`config.mk`:
```
export PLATFORM = sky130hd
export DESIGN_NAME = muldiv_hilo_ctrl
export DESIGN_NICKNAME = d
export VERILOG_FILES = /design/src/rtl/muldiv_hilo_ctrl.sv
export SDC_FILE = /design/constraint.sdc
export NUM_CORES = 1
export LEC_CHECK = 0
export CORE_ASPECT_RATIO = 0.9
export CORE_MARGIN = 4
export CORE_UTILIZATION = 25
export CTS_BUF_LIST = sky130_fd_sc_hd__clkbuf_2 sky130_fd_sc_hd__clkbuf_4 sky130_fd_sc_hd__clkbuf_8
export CTS_CLUSTER_SIZE = 12
export DETAILED_ROUTE_END_ITERATION = 10
export HOLD_SLACK_MARGIN = 0.15
export SYNTH_ARGS = -nofsm -noshare
export SYNTH_HDL_FRONTEND = slang
export SYNTH_SLANG_ARGS = --single-unit
export TNS_END_PERCENT = 100
```
`constraint.sdc`:
```
create_clock -name clk -period 4 [get_ports clk]
set_input_delay 0.4 -clock clk [delete_from_list [all_inputs] [get_ports clk]]
set_output_delay 0.4 -clock clk [all_outputs]
set_load 0.005 [all_outputs]
```
`src/rtl/muldiv_hilo_ctrl.sv`:
```
// muldiv_hilo_ctrl
// Sequencing controller between MIPS decode/execute and the 32-cycle iterative
// unsigned multiplier core. Owns the architectural HI/LO registers, launches
// the core for MULT/MULTU and stalls any HI/LO access while a multiply is in
// flight.
//
// Build option: define MULDIV_SIGNED_EN to give MULT signed semantics (operand
// magnitudes go to the core, and the product is negated when the operand signs
// differ). Without it, MULT behaves exactly like MULTU.
//
// state  | meaning
// IDLE   | accepting ops; MTHI/MTLO write here, MFHI/MFLO read here
// LAUNCH | core_start pulse toward the core
// WAIT   | core iterating; leave once core_busy drops
// WRITE  | done pulse; HI/LO take the (sign-corrected) product on exit

module muldiv_hilo_ctrl (
  input  logic        clk,
  input  logic        resetn,
  input  logic [2:0]  op,
  input  logic        op_valid,
  input  logic [31:0] rs,
  input  logic [31:0] rt,
  output logic        op_ready,
  output logic        stall,
  output logic [31:0] rdata,
  output logic [31:0] hi,
  output logic [31:0] lo,
  output logic        done,
  output logic [31:0] core_a,
  output logic [31:0] core_b,
  output logic        core_start,
  input  logic [63:0] core_result,
  input  logic        core_busy
);

  localparam logic [2:0] OP_NONE  = 3'd0;
  localparam logic [2:0] OP_MULT  = 3'd1;
  localparam logic [2:0] OP_MULTU = 3'd2;
  localparam logic [2:0] OP_MFHI  = 3'd3;
  localparam logic [2:0] OP_MFLO  = 3'd4;
  localparam logic [2:0] OP_MTHI  = 3'd5;
  localparam logic [2:0] OP_MTLO  = 3'd6;

  typedef enum logic [1:0] {
    IDLE   = 2'd0,
    LAUNCH = 2'd1,
    WAIT   = 2'd2,
    WRITE  = 2'd3
  } state_t;

  state_t      state;
  logic        accept;
  logic        is_mul;
  logic        is_real_op;
  logic [31:0] mag_a;
  logic [31:0] mag_b;
  logic [63:0] product;

  assign op_ready   = (state == IDLE);
  assign accept     = op_valid & op_ready;
  assign is_mul     = (op == OP_MULT) | (op == OP_MULTU);
  // NONE and the reserved encoding never interact with HI/LO, so they never stall.
  assign is_real_op = (op != OP_NONE) & (op != 3'd7);
  assign stall      = op_valid & is_real_op & ~op_ready;

`ifdef MULDIV_SIGNED_EN
  logic neg;
  logic neg_next;
  logic signed_op;

  // Magnitudes for the unsigned core; 0x80000000 negates to itself, which is
  // the correct magnitude when read as unsigned.
  always_comb begin
    signed_op = (op == OP_MULT);
    mag_a     = rs;
    mag_b     = rt;
    neg_next  = 1'b0;
    if (signed_op) begin
      if (rs[31]) mag_a = ~rs + 32'd1;
      if (rt[31]) mag_b = ~rt + 32'd1;
      neg_next = rs[31] ^ rt[31];
    end
    product = neg ? (~core_result + 64'd1) : core_result;
  end
`else
  // Unsigned-only build: MULT decodes exactly like MULTU.
  always_comb begin
    mag_a   = rs;
    mag_b   = rt;
    product = core_result;
  end
`endif

  // Read port for MFHI/MFLO; returns the register value as of this cycle.
  always_comb begin
    rdata = 32'd0;
    if (op == OP_MFHI) rdata = hi;
    else if (op == OP_MFLO) rdata = lo;
  end

  // Sequencer with registered core handshake, done pulse and HI/LO ownership.
  always_ff @(posedge clk or posedge resetn) begin
    if (resetn) begin
      state      <= IDLE;
      hi         <= 32'd0;
      lo         <= 32'd0;
      core_a     <= 32'd0;
      core_b     <= 32'd0;
      core_start <= 1'b0;
      done       <= 1'b0;
`ifdef MULDIV_SIGNED_EN
      neg        <= 1'b0;
`endif
    end else begin
      core_start <= 1'b0;
      done       <= 1'b0;
      case (state)
        IDLE: begin
          if (accept) begin
            if (is_mul) begin
              core_a     <= mag_a;
              core_b     <= mag_b;
              core_start <= 1'b1;
`ifdef MULDIV_SIGNED_EN
              neg        <= neg_next;
`endif
              state      <= LAUNCH;
            end else if (op == OP_MTHI) begin
              hi <= rs;
            end else if (op == OP_MTLO) begin
              lo <= rs;
            end
          end
        end
        LAUNCH: begin
          state <= WAIT;
        end
        // core_busy is already high in the first WAIT cycle, so a low level
        // here always means the product is ready.
        WAIT: begin
          if (!core_busy) begin
            done  <= 1'b1;
            state <= WRITE;
          end
        end
        WRITE: begin
          hi    <= product[63:32];
          lo    <= product[31:0];
          state <= IDLE;
        end
        default: begin
          state <= IDLE;
        end
      endcase
    end
  end

endmodule

```
==> run summary <==
DRT Pass-1 Iters: 4
pwr/cell area: 758 mW/mm²
TritonCTS Buffers: 17
register area share after synthesis: 52.5%
Setup TNS: 0 ns
largest family of logic cells by synthesized area: multiplexers
H-tree depth: 4
post-synthesis compound-gate area fraction: 10.5%
Initial DRC Count: 188
row cnt: 54
Slowest-stage cell, CP: clkdlybuf4s50_1
CTS resizes: 0
clk_lat worst skew: 0.44 ns
Worst Path Max Fanout: 17
Worst Tran Pin Value: 0.741 ns
post-synth top area share: 52.5%
initial antenna violation count: 0
CTS tree: done
dpl cell area: 0.00970 mm²
critical path, cell by cell: clkdlybuf4s50_1 -> nand2_1 -> nor2_4 -> buf_4 -> a22o_1 -> clkdlybuf4s50_1
area leader, netlist: dfrtp_1
syn nets: 653
total gr overflow: 0
CTS Hold Bufs: 0
Util after Layout: 41.2%
Die Wd: 175 µm
first-pass GRT wire length: 31400 µm
critical path launch point type: primary input
Relative slew margins: 50.6%
Top cell by count, worst path: clkdlybuf4s50_1
dpl ws: 0.966 ns
drt drc: 0
Area Overhead vs Synth: 60.4%
fraction of layout cells with a size suffix above 1: 13.8%
kind of critical path: in2out
initial core utilization: 25.7%
Tot GR Track Use: 14.6%
Boundary Pins: 299
Ant. Diodes: 0
CTS Buffer Depth: 2
dominant cells by area after synthesis: dfrtp_1 52%, mux2_4 12%, mux2i_1 10%, a21oi_1 5.3%, a22o_1 4.5%
most frequent cell after synthesis: dfrtp_1
Max Clk Rate: 0.332 GHz
vias in the first global route: 5341
largest net degree at the start of global routing: 78
vias per cell: 4.25
Mapped Avg Cell Area: 12.2 µm²
die footprint: 0.0278 mm²
CP arrival: 2.61 ns
Post-synth EDFFs: 0
Synth Instances: 514
# nets final: 951
Simple-Gate Fraction of Synth Area: 4.47%
Lkg Pwr: 4.54 nW
CTS root buf: clkbuf_8
Post-Synth XOR/XNOR Area: 0.258%
CP Data Required Time: 3.60 ns
ys async rst share: 100%
status: finished, final reports clean
Post-Route WL: 20300 µm
Tmin final: 3.01 ns
Tot Pwr: 7.65 mW
Final GP Congestion: 0.751
top_reg_cell synth: dfrtp_1
final instance area: 0.0101 mm²
Die H: 159 µm
max incr delay on CP: 0.64 ns
Final Hold Fails: 0
antenna-violating nets left: 0
count of cell types in the netlist: 28
non-filler cells, final: 1161
Slew Limit Fails: 0
vias: 4933
post-synthesis mux area share: 24.5%
Placed Cells incl. Taps: 1129
Worst-path clk slew: 0.10 ns
Hold Crit Class: in2async
Core Area: 0.0245 mm²
commonest cells in the netlist: 132 x dfrtp_1, 69 x inv_1, 67 x a21oi_1
VDD IR-drop max: 0.346 mV
CTS sink count: 132
Layout Skew: 0.0218 ns
HPWL after detailed placement: 14900 µm
RSZ-0062 raised after global routing: false
max cap viols: 0
post-synthesis adder-cell area fraction: 0.795%
Final Cycle Share: 75.2%
Buffers on Ports: 298
hold_ws: 0.446 ns
Yosys reg bits: 132
Ys Warns: 0
Setup crit end kind: output port
Setup Buffers After CTS: 0
Final Worst Setup Slack: 0.991 ns
drt wl/cell: 17.5 µm
setup violators final: 0
Synth Cell Area: 0.00630 mm²
area by class of cell:
cell class,instances,area (µm²)
Clock buffer,18,248
Clock inverter,14,154
Fill cell,2342,14400
Inverter,69,264
Multi-Input combinational cell,284,2620
Sequential cell,132,3300
Tap cell,336,420
Timing Repair Buffer,308,3100
sequential cells by signal, summed over array words and instances (netlist names):
register / flops
core_b: 32
core_start: 1
hi: 32
done: 1
state: 2
lo: 32
core_a: 32
layer usage:
layer	global-route usage (%)	part of all wire [%]	wire length, µm
met2	24.5	48	9730
met5	0	0	0
met1	18.1	44	8860
met3	5.13	7.3	1490
met4	3.78	1.1	230
where the power goes:
part,switching [mW],internal (mW)
sequential,0.532,2.03
combinational,1.51,2.42
clock,0.586,0.578
cell families after synthesis:
group | count (synthesis)
fa+ha+maj | 4
mux | 128
compound gates | 105
flops | 132
xor+xnor | 1
simple gates | 46
buf+inv | 98
cell usage in the layout, fill, tap and decap left out, drive strengths merged:
master	n
nand3	2
o2bb2ai	1
nor3	1
bufinv	2
nand4b	2
a311o	1
clkinv	6
mux2i	64
a211oi	1
nor2b	34
xor2	1
mux2	64
ha	4
a21oi	67
nor3b	1
clkinvlp	3
o211ai	1
o21ai	1
clkbuf	18
nand2	2
a311oi	1
a22o	32
nor2	3
buf	10
dfrtp	132
inv	72
nor4bb	1
clkdlybuf4s50	298
worst max-delay path, delay by kind of cell:
kind	cells	cell delay, ns
AND/OR/NAND/NOR	2	0.65
buffers and inverters	3	1.41
AO/OA/AOI/OAI	1	0.14
path summary, 6_finish.rpt:
check	start	to	slack, ns	cells past startpoint
hold / removal	resetn	core_b[9]	0.45	2
setup / recovery	op[1]	rdata[23]	0.99	6
min in group clk	core_b[24]	core_b[24]	0.51	1
max in group asynchronous	resetn	hi[19]	2.70	3
hold reg to reg	core_b[24]	core_b[24]	0.51	1
setup reg to reg	state[0]	core_a[24]	1.68	5
No activity file was read; power rests on OpenSTA's default activity.
==> variant: new RTL, same settings <==
Build with the macro `MULDIV_SIGNED_EN` defined.
--- a/src/rtl/muldiv_hilo_ctrl.sv
+++ b/src/rtl/muldiv_hilo_ctrl.sv
@@ -13,6 +13,8 @@
 // LAUNCH | core_start pulse toward the core
 // WAIT   | core iterating; leave once core_busy drops
 // WRITE  | done pulse; HI/LO take the (sign-corrected) product on exit
+
+`define MULDIV_SIGNED_EN
 
 module muldiv_hilo_ctrl (
   input  logic        clk,
Behaviour: not the same (a bounded check fails within 4 cycles, from zero or initial values and one cycle with resetn high).
==> variant against the original RTL <==
  * Area after synthesis increased by 35%
  * Fmax increased by 2.2%
  * Routed wire length is 73% higher
  * Count of clock-buffer cells in the layout rose by 2
  * Cell area grew 22%
  * Power is 1.7% lower
  * Setup slack improved by 65 ps
  * Die area rose by 33%
  * Sequential cell count is 1 higher
==> variant: results (changes against the original RTL) <==
[synthesis]
synth_cells = 977  ; +90%
ys_top_cells_by_count = dfrtp_1, nand2_1, o21ai_0, nor2_1, xor2_1
synth_area_leaders = dfrtp_1, xor2_1, o21ai_0
ys_types = 57  ; +100%
yosysSeqAreaShare = 0.392  ; -0.132
syn-num-nets = 1118  ; +71%

[place]
postPlaceCellArea_sq_um = 12000  ; +23%
place_hpwl_microns = 27200  ; +82%
gp_congestion = 0.895  ; +19%
port_buffers = 298  ; unchanged

[clock_tree]
clk_latency_ps = 460  ; +20 ps
clk_pin_slew_ps = 80  ; -20 ps
post_cts_resized = 0  ; unchanged
htree_levels = 4  ; unchanged
clock_path_buffers = 2  ; unchanged
cts_buffers = 17  ; unchanged

[drt]
first_pass_iters = 5  ; +1
via_count = 8748  ; +77%
routed_wl_microns = 35100  ; +73%
drtIter0Drc = 448  ; +140%

[global_route]
track_usage = 0.185  ; +0.0388
antenna_found_initial = 0  ; unchanged
grt_pass1_wl_microns = 53100  ; +69%
grt_max_degree = 103  ; +32%
grt_pass1_vias = 8563  ; +60%

[critical_path]
regToRegEndpoint = lo[11]
path_max_fanout = 30  ; +13
cp.arrival_ps = 2540  ; -70 ps
reg2regPathDepth = 5  ; unchanged
r2r_start = neg
rrSetupSlack_ps = 1400  ; -280 ps

[min_path]
whs_endpoint = core_a[5]
min_path_type = reg2reg

[layout]
fill_cells = 3431  ; +46%
drive_above_1_share = 0.0593  ; -0.0788
num-nets-final = 1392  ; +46%
stdcell_count = 1719  ; +48%

[sta]
skew_ps = 14.5  ; -7.29 ps
relSlewSlack = 0.317  ; -0.189
whs_ps = 483  ; +36.9 ps

[power]
sw_frac_of_total = 0.382  ; +0.0391
leakage_nw = 4.69  ; +3.3%
vdd_drop_max_v = 0.000339  ; -2.1%

[outcome]
outcome = finished, final reports clean

## variant: cell count changes in the layout (fill, tap and decap cells not counted), moves of 26 or more
cell     before  now
o31ai_1       0   29
nor2_1        2   91
nand2_1       2  111
o21ai_0       1  108
a21o_1        0   26
mux2_4       49    0
mux2i_1      64    2
a21oi_1      65   27
inv_1        68   13
xnor2_1       0   36
nor2b_1      34    5
xor2_1        0   80
## variant: power groups by stage
stage	Sequential [mW]	Clock [mW]	Combinational, mW
after floorplan	2.48	0	1.60
after global placement	2.58	0	3.77
after detailed placement	2.61	0	3.80
after CTS	2.58	1.23	3.81
after global routing	2.66	1.29	4.14
final	2.57	1.19	3.76
## variant: how the worst max path moves through the flow
stage	cells past startpoint	slack, ps	from	end
floorplan	1	50	resetn	core_a[0]
global placement	7	510	core_result[0]	hi[27]
detailed placement	7	570	core_result[0]	hi[27]
CTS	5	1030	op[2]	rdata[13]
global route	7	860	core_result[0]	hi[27]
finish	5	1060	op[2]	rdata[17]
## variant: final cells by class
| type | instances | area share |
|---|---|---|
| Multi-Input combinational cell | 766 | 0.394 |
| Inverter | 15 | 0.00496 |
| Clock buffer | 20 | 0.0218 |
| Timing Repair Buffer | 318 | 0.253 |
| Tap cell | 455 | 0.0460 |
| Sequential cell | 133 | 0.269 |
| Clock inverter | 12 | 0.0105 |
## variant: worst max-delay path, stage by stage
cell             delay (ps)
clkdlybuf4s50_1         630
nor3b_2                 290
buf_4                   440
a22o_1                  220
clkdlybuf4s50_1         550
## variant: per-layer routing
metal / track usage / vias up / wire (microns)
li1: - / 4131 / -
met1: 0.248 / 4181 / 15600
met2: 0.300 / 402 / 16100
met3: 0.0511 / 34 / 2950
met4: 0.0437 / 0 / 535
met5: 0 / - / 0
## variant: kinds of logic (layout without fill, tap and decap cells)
kind of cell | count (synthesis) | after routing | synth area share
buffers and inverters | 78 | 365 | 0.0347
and+or+nand+nor | 336 | 336 | 0.197
adders and majority gates | 6 | 6 | 0.00885
xor gates and xnor gates | 116 | 116 | 0.120
AOI/OAI and AO/OA | 304 | 304 | 0.242
muxes | 4 | 4 | 0.00502
DFF | 133 | 133 | 0.392
## variant: per-stage QoR
step                      power (mW)  setup WS, ps   util
final                           7.52          1060  0.373
after global routing            8.09           857  0.373
after CTS                       7.63          1030  0.373
after detailed placement        6.41           569  0.361
after global placement          6.36           515  0.361
after floorplan                 4.08          45.6      -
